## src/rtl/secuenciador_cafe_if.sv

```systemverilog
// Handshake and configuration bundle between maquina_cafe and secuenciador_cafe.
// Carries total_bebidas only when CONTADOR_BEBIDAS_EN is defined.
interface secuenciador_cafe_if;
  logic       inicio;
  logic       cancelar;
  logic [1:0] tipo_cafe;
  logic [1:0] tamano;
  logic [3:0] nivel_azucar;
  logic       concentracion;
  logic       leche;
  logic       espuma;

  logic       ocupado;
  logic       listo;
  logic       moler;
  logic       agua;
  logic       dosis_azucar;
  logic       valvula_leche;
  logic       vapor_espuma;
  logic [1:0] tipo_activo;
`ifdef CONTADOR_BEBIDAS_EN
  logic [15:0] total_bebidas;
`endif

  modport master (
`ifdef CONTADOR_BEBIDAS_EN
    input  total_bebidas,
`endif
    output inicio, cancelar, tipo_cafe, tamano, nivel_azucar, concentracion, leche, espuma,
    input  ocupado, listo, moler, agua, dosis_azucar, valvula_leche, vapor_espuma, tipo_activo
  );

  modport slave (
`ifdef CONTADOR_BEBIDAS_EN
    output total_bebidas,
`endif
    input  inicio, cancelar, tipo_cafe, tamano, nivel_azucar, concentracion, leche, espuma,
    output ocupado, listo, moler, agua, dosis_azucar, valvula_leche, vapor_espuma, tipo_activo
  );
endinterface

```

## src/rtl/secuenciador_cafe.sv

```systemverilog
// Coffee actuator sequencer: grind, water, sugar, milk, foam, then a one-cycle listo pulse.
// Optional CONTADOR_BEBIDAS_EN adds a saturating completed-drink counter (total_bebidas).
module secuenciador_cafe #(
  parameter int T_MOLER    = 4,
  parameter int T_AGUA     = 8,
  parameter int T_LECHE    = 6,
  parameter int T_ESPUMA   = 3,
  parameter int MAX_AZUCAR = 10
) (
  input logic               clock,
  input logic               reset,
  secuenciador_cafe_if.slave bus
);

  typedef enum logic [2:0] {IDLE, MOLER, AGUA, AZUCAR, LECHE, ESPUMA, FIN} estado_t;

  // Configuration is stored already clamped so the phase logic never sees illegal sizes/doses.
  typedef struct packed {
    logic [1:0] tipo;
    logic [1:0] tam;
    logic [3:0] dosis;
    logic       conc;
    logic       leche;
    logic       espuma;
  } cfg_t;

  estado_t    estado, estado_nxt;
  logic [7:0] cnt, cnt_nxt;
  cfg_t       cfg, cfg_nxt, cfg_in;

  logic       ocupado_q, listo_q, moler_q, agua_q, dosis_q, leche_q, espuma_q;
  logic [1:0] tipo_q;

  // Phase duration minus one, loaded into the counter on phase entry.
  function automatic logic [7:0] carga(estado_t e, cfg_t c);
    int d;
    case (e)
      MOLER:   d = c.conc ? 2 * T_MOLER : T_MOLER;
      AGUA:    d = T_AGUA * (int'(c.tam) + 1);
      AZUCAR:  d = 2 * int'(c.dosis);
      LECHE:   d = T_LECHE;
      ESPUMA:  d = T_ESPUMA;
      default: d = 1;
    endcase
    return 8'(d - 1);
  endfunction

  // Following phase, skipping the ones this drink does not need.
  function automatic estado_t siguiente(estado_t e, cfg_t c);
    estado_t s;
    s = FIN;
    case (e)
      MOLER:   s = AGUA;
      AGUA:    s = (c.dosis != 4'd0) ? AZUCAR : c.leche ? LECHE : c.espuma ? ESPUMA : FIN;
      AZUCAR:  s = c.leche ? LECHE : c.espuma ? ESPUMA : FIN;
      LECHE:   s = c.espuma ? ESPUMA : FIN;
      default: s = FIN;
    endcase
    return s;
  endfunction

  always_comb begin
    cfg_in.tipo   = bus.tipo_cafe;
    cfg_in.tam    = (bus.tamano == 2'd3) ? 2'd2 : bus.tamano;
    cfg_in.dosis  = (int'(bus.nivel_azucar) > MAX_AZUCAR) ? 4'(MAX_AZUCAR) : bus.nivel_azucar;
    cfg_in.conc   = bus.concentracion;
    cfg_in.leche  = bus.leche;
    cfg_in.espuma = bus.espuma;
  end

  // NOTE: every signal written here gets a default first, so no path can infer a latch.
  always_comb begin
    estado_nxt = estado;
    cnt_nxt    = cnt;
    cfg_nxt    = cfg;
    case (estado)
      IDLE: begin
        if (bus.inicio && !bus.cancelar) begin
          estado_nxt = MOLER;
          cfg_nxt    = cfg_in;
          cnt_nxt    = carga(MOLER, cfg_in);
        end
      end
      FIN: begin
        estado_nxt = IDLE;
        cnt_nxt    = '0;
      end
      default: begin
        if (bus.cancelar) begin
          estado_nxt = IDLE;
          cnt_nxt    = '0;
        end else if (cnt != 8'd0) begin
          cnt_nxt = cnt - 8'd1;
        end else begin
          estado_nxt = siguiente(estado, cfg);
          cnt_nxt    = carga(estado_nxt, cfg);
        end
      end
    endcase
  end

  // Outputs are decoded from the next state and registered, so they change together with it.
  // NOTE: sequential state uses non-blocking assignments only; every register here is reset.
  always_ff @(posedge clock or negedge reset) begin
    if (!reset) begin
      estado    <= IDLE;
      cnt       <= '0;
      cfg       <= '0;
      ocupado_q <= 1'b0;
      listo_q   <= 1'b0;
      moler_q   <= 1'b0;
      agua_q    <= 1'b0;
      dosis_q   <= 1'b0;
      leche_q   <= 1'b0;
      espuma_q  <= 1'b0;
      tipo_q    <= '0;
    end else begin
      estado    <= estado_nxt;
      cnt       <= cnt_nxt;
      cfg       <= cfg_nxt;
      ocupado_q <= (estado_nxt != IDLE);
      listo_q   <= (estado_nxt == FIN);
      moler_q   <= (estado_nxt == MOLER);
      agua_q    <= (estado_nxt == AGUA);
      // Sugar counter starts odd, so odd counts are the dose cycles and even counts the gaps.
      dosis_q   <= (estado_nxt == AZUCAR) && cnt_nxt[0];
      leche_q   <= (estado_nxt == LECHE);
      espuma_q  <= (estado_nxt == ESPUMA);
      tipo_q    <= (estado_nxt != IDLE) ? cfg_nxt.tipo : 2'd0;
    end
  end

  assign bus.ocupado       = ocupado_q;
  assign bus.listo         = listo_q;
  assign bus.moler         = moler_q;
  assign bus.agua          = agua_q;
  assign bus.dosis_azucar  = dosis_q;
  assign bus.valvula_leche = leche_q;
  assign bus.vapor_espuma  = espuma_q;
  assign bus.tipo_activo   = tipo_q;

`ifdef CONTADOR_BEBIDAS_EN
  logic [15:0] total_q;

  // FIN is only reached by normal completion, so cancelled drinks never count.
  always_ff @(posedge clock or negedge reset) begin
    if (!reset) begin
      total_q <= '0;
    end else if (estado_nxt == FIN && estado != FIN && total_q != 16'hFFFF) begin
      total_q <= total_q + 16'd1;
    end
  end

  assign bus.total_bebidas = total_q;
`endif

endmodule

```

## src/flat_wrapper.sv

```systemverilog
// flat-port wrapper written by rule: the top's interface ports become plain ports
module secuenciador_cafe_flat 
#(
  parameter int T_MOLER    = 4,
  parameter int T_AGUA     = 8,
  parameter int T_LECHE    = 6,
  parameter int T_ESPUMA   = 3,
  parameter int MAX_AZUCAR = 10
)
  (clock, reset, bus_inicio, bus_cancelar, bus_tipo_cafe, bus_tamano, bus_nivel_azucar, bus_concentracion, bus_leche, bus_espuma, bus_ocupado, bus_listo, bus_moler, bus_agua, bus_dosis_azucar, bus_valvula_leche, bus_vapor_espuma, bus_tipo_activo);
  secuenciador_cafe_if bus_i ();
  input logic clock;
  input logic reset;
  input wire logic [$bits(bus_i.inicio)-1:0] bus_inicio;
  input wire logic [$bits(bus_i.cancelar)-1:0] bus_cancelar;
  input wire logic [$bits(bus_i.tipo_cafe)-1:0] bus_tipo_cafe;
  input wire logic [$bits(bus_i.tamano)-1:0] bus_tamano;
  input wire logic [$bits(bus_i.nivel_azucar)-1:0] bus_nivel_azucar;
  input wire logic [$bits(bus_i.concentracion)-1:0] bus_concentracion;
  input wire logic [$bits(bus_i.leche)-1:0] bus_leche;
  input wire logic [$bits(bus_i.espuma)-1:0] bus_espuma;
  output wire logic [$bits(bus_i.ocupado)-1:0] bus_ocupado;
  output wire logic [$bits(bus_i.listo)-1:0] bus_listo;
  output wire logic [$bits(bus_i.moler)-1:0] bus_moler;
  output wire logic [$bits(bus_i.agua)-1:0] bus_agua;
  output wire logic [$bits(bus_i.dosis_azucar)-1:0] bus_dosis_azucar;
  output wire logic [$bits(bus_i.valvula_leche)-1:0] bus_valvula_leche;
  output wire logic [$bits(bus_i.vapor_espuma)-1:0] bus_vapor_espuma;
  output wire logic [$bits(bus_i.tipo_activo)-1:0] bus_tipo_activo;
  assign bus_i.inicio = bus_inicio;
  assign bus_i.cancelar = bus_cancelar;
  assign bus_i.tipo_cafe = bus_tipo_cafe;
  assign bus_i.tamano = bus_tamano;
  assign bus_i.nivel_azucar = bus_nivel_azucar;
  assign bus_i.concentracion = bus_concentracion;
  assign bus_i.leche = bus_leche;
  assign bus_i.espuma = bus_espuma;
  assign bus_ocupado = bus_i.ocupado;
  assign bus_listo = bus_i.listo;
  assign bus_moler = bus_i.moler;
  assign bus_agua = bus_i.agua;
  assign bus_dosis_azucar = bus_i.dosis_azucar;
  assign bus_valvula_leche = bus_i.valvula_leche;
  assign bus_vapor_espuma = bus_i.vapor_espuma;
  assign bus_tipo_activo = bus_i.tipo_activo;
  secuenciador_cafe #(.T_MOLER(T_MOLER), .T_AGUA(T_AGUA), .T_LECHE(T_LECHE), .T_ESPUMA(T_ESPUMA), .MAX_AZUCAR(MAX_AZUCAR)) u_core (.clock(clock), .reset(reset), .bus(bus_i));
endmodule
```

## config.mk

```make
export PLATFORM = sky130hd
export DESIGN_NAME = secuenciador_cafe_flat
export DESIGN_NICKNAME = d
export VERILOG_FILES = /design/src/rtl/secuenciador_cafe_if.sv /design/src/rtl/secuenciador_cafe.sv /design/src/flat_wrapper.sv
export SDC_FILE = /design/constraint.sdc
export NUM_CORES = 1
export LEC_CHECK = 0
export CORE_UTILIZATION = 25
export DETAILED_ROUTE_END_ITERATION = 6
export DONT_BUFFER_PORTS = 1
export GPL_TIMING_DRIVEN = 0
export PLACE_DENSITY = 0.44
export SLEW_MARGIN = 20
export SYNTH_ARGS = -nofsm -noshare
export SYNTH_HDL_FRONTEND = slang
export SYNTH_SLANG_ARGS = --single-unit
```

## constraint.sdc

```tcl
create_clock -name clock -period 3 [get_ports clock]
set_clock_uncertainty 0.15 [all_clocks]
set_input_delay 0.45 -clock clock [delete_from_list [all_inputs] [get_ports clock]]
set_output_delay 0.45 -clock clock [all_outputs]
set_load 0.1 [all_outputs]
```

==> flow_metrics.env <==
export IMPL_status="finished, final reports clean"
export IMPL_fp_row_count=31
export IMPL_synth_ff_type="dfrtp_1"
export IMPL_timing_fmax_ghz=0.371
export IMPL_io_buffers=0
export IMPL_initial_utilization_pct=25.9
export IMPL_arrival_ns=2.72
export IMPL_yosys_area_top_type_share_pct=40.0
export IMPL_startpoint="u_core.estado[0]"
export IMPL_ant_nets=0
export IMPL_final_setup_tns_ns=0
export IMPL_insertedDiodeCount=0
export IMPL_synth_cells=196
export IMPL_grt_setup_unrepaired="false"
export IMPL_dr_pass1_iters=4
export IMPL_setup_viol=0
export IMPL_grt_pass1_wl_mm=7.62
export IMPL_clock_sinks=30
export IMPL_min_path_type="in2reg"
export IMPL_wl_per_cell_um=15.0
export IMPL_wirelength_mm=4.58
export IMPL_crit_end="u_core.cnt[4]"
export IMPL_hold_viol_final=0
export IMPL_place_hpwl_mm=3.42
export IMPL_slew_limit_headroom_pct=41.8
export IMPL_worst_slew_pin_slew_ns=0.874
export IMPL_fin_nets=224
export IMPL_ys_seq_area_share_pct=40.0
export IMPL_min_path_cells=1
export IMPL_drc=0
export IMPL_startpoint_type="flop"
export IMPL_placed_area_um2=2000
export IMPL_synth_cell_types=56
export IMPL_first_global_vias=1428
export IMPL_endpoint_kind="flop"
export IMPL_drv_cap=0
export IMPL_drive_above_1_share_pct=19.9
export IMPL_ioPinCount=24
export IMPL_cts_tree="done"
export IMPL_reg2reg_slack_ns=0.30
export IMPL_final_area_um2=2120
export IMPL_clk_path_buf_depth=2
export IMPL_numCtsBuffers=5
export IMPL_synth_area_leaders="dfrtp_1 (40%), nand2_1 (5.4%), buf_6 (3.0%)"
export IMPL_first_iter_violations=53
export IMPL_synth_edf_count=0
export IMPL_die_w_um=88.6
export IMPL_cp_required_ns=3.02
export IMPL_design_die_area_um2=7850
export IMPL_clk_latency_ns=0.29
export IMPL_finalMaxSlewViolations=0
export IMPL_grt_max_degree=31
export IMPL_area_growth_pct=13.3
export IMPL_cts_max_level=2
export IMPL_coreArea_um2=7250
export IMPL_nFillCells=784
export IMPL_fin_crit_sh_pct=89.9
export IMPL_via_per_inst=4.73
export IMPL_met3_length_um=174
export IMPL_cts_root_buf="clkbuf_8"
export IMPL_vias=1443
export IMPL_peakVddDrop_uv=313
export IMPL_crit_type="reg2reg"
export IMPL_maxUsedRoutingLayer="met4"
export IMPL_power_density_nw_per_um2=851
export IMPL_cp_max_fo=6
export IMPL_synth_seq_cells=30
export IMPL_place_congestion=0.862
export IMPL_antenna_found_initial=0
export IMPL_grt_overflow_total=0
export IMPL_period_minus_slack_ns=2.70
export IMPL_rr_worst_depth=7
export IMPL_wl_met1_mm=2.32
export IMPL_netlist_area_um2=1880
export IMPL_cts_setup_buffers=0
export IMPL_grtUsageTotal_pct=13.1
export IMPL_cts_reportedPaths_clkPinSlew_ns=0.08
export IMPL_async_reset_ff_share_pct=100
export IMPL_die_h_um=88.6
export IMPL_syn_nets=215
export IMPL_avgSynthCellArea_um2=9.57
export IMPL_dr_wl_met2_mm=2.02
export IMPL_r2r_start="u_core.estado[0]"
export IMPL_yosys_warnings=0
export IMPL_worstReg2RegEnd="u_core.cnt[4]"
export IMPL_yosysTopAreaCell="dfrtp_1"
export IMPL_p_leak_uw=0.000910
-- cell usage after synthesis, drive strengths merged, types with 3 or more instances --
library cell,instances
nor2,14
inv,7
ha,4
xor2,3
a31oi,4
nor3,3
nor4,5
mux2,3
a21oi,12
a22o,3
dfrtp,30
nor3b,4
nand2,27
buf,8
and3,5
and2,3
o21ai,12
nand3,7
nand2b,5
nor2b,5
o31ai,3
-- what timing repair did --
action,in CTS,in global routing
endpoints found under the hold margin,30,0
resized for setup,0,0
setup endpoints to repair,0,0
hold buffers,2,0
-- cells in the final DEF (no fill, tap or decap), types with 3 or more instances in the layout --
cell type / Yosys / routed
a21oi_1: 10 / 10
a31oi_1: 4 / 4
and2_1: 3 / 3
and3_1: 4 / 4
buf_4: 3 / 3
buf_6: 5 / 5
clkbuf_8: 0 / 6
dfrtp_1: 30 / 30
ha_1: 4 / 4
inv_1: 6 / 6
mux2_2: 3 / 3
nand2_1: 27 / 27
nand2b_1: 5 / 5
nand3_1: 7 / 7
nor2_1: 14 / 14
nor2b_1: 5 / 5
nor3b_2: 3 / 3
nor4_1: 4 / 4
o21ai_0: 11 / 11
o31ai_1: 3 / 3
xor2_1: 3 / 3
-- cells by family (layout without fill, tap and decap cells) --
logic type               Yosys count  in the layout  share of synthesized area, %
AO/OA/AOI/OAI                     52             52                          21.1
buffers and inverters             16             26                          5.80
AND/OR/NAND/NOR                   85             85                          25.8
multiplexers                       4              4                          2.33
XOR/XNOR                           5              5                          2.34
adder cells (fa/ha/maj)            4              4                          2.67
flip-flops                        30             30                          40.0
-- worst max-delay path, stage by stage, from the launching register on --
cell and delay (ns):
dfrtp_1 0.45, or3b_2 0.53, o32ai_1 0.24, ha_1 0.33, o221ai_1 0.15, a31o_2 0.27, a211o_1 0.28, a22o_1 0.18
-- registers in the layout (all words and copies together) (netlist names) --
name / flops
u_core.bus.dosis_azucar: 1
u_core.estado: 3
u_core.cnt: 8
u_core.bus.ocupado: 1
u_core.bus.listo: 1
u_core.bus.vapor_espuma: 1
u_core.bus.tipo_activo: 2
u_core.bus.valvula_leche: 1
u_core.bus.agua: 1
u_core.bus.moler: 1
u_core.cfg: 10
-- per-layer routing --
layer	up-vias	global-route usage (%)
met5	-	0
met2	27	19.6
met1	684	18.3
met4	0	4.40
li1	725	-
met3	7	3.36
-- layout make-up --
type	instances	area (um^2)	area share [%]
Tap cell	99	124	5.83
Clock inverter	2	12.5	0.589
Multi-Input combinational cell	150	1020	47.8
Sequential cell	30	751	35.3
Timing Repair Buffer	2	30.0	1.41
Clock buffer	6	82.6	3.89
Inverter	7	26.3	1.24
Buffer	9	82.6	3.89
-- metrics by stage --
stage	util, %	power [uW]	cells	hold WS [ns]	worst slack [ns]
2_1_floorplan	-	1290	196	0.00441	0.635
3_3_place_gp	27.6	1450	295	0.00620	0.335
3_5_place_dp	27.6	1450	295	0.00653	0.328
4_1_cts	29.3	1830	305	0.0846	0.309
5_1_grt	29.3	1940	305	0.0789	0.144
6_report	29.3	1810	305	0.0911	0.304
-- where the power goes --
group / internal, uW / switching, uW / leakage (uW)
Combinational: 314 / 411 / 0.000472
Clock: 184 / 169 / 0.0000472
Sequential: 507 / 224 / 0.000391
Total: 1010 / 803 / 0.000910
-- worst min path at each step --
stage,from,endpoint,slack [ns]
floorplan,reset,u_core.bus.agua,0.004
global placement,reset,u_core.cnt[4],0.006
detailed placement,reset,u_core.cnt[2],0.007
CTS,bus_cancelar,u_core.estado[2],0.08
global route,bus_cancelar,u_core.estado[2],0.08
finish,bus_cancelar,u_core.estado[2],0.09
Power figures use the tool's default switching activity.
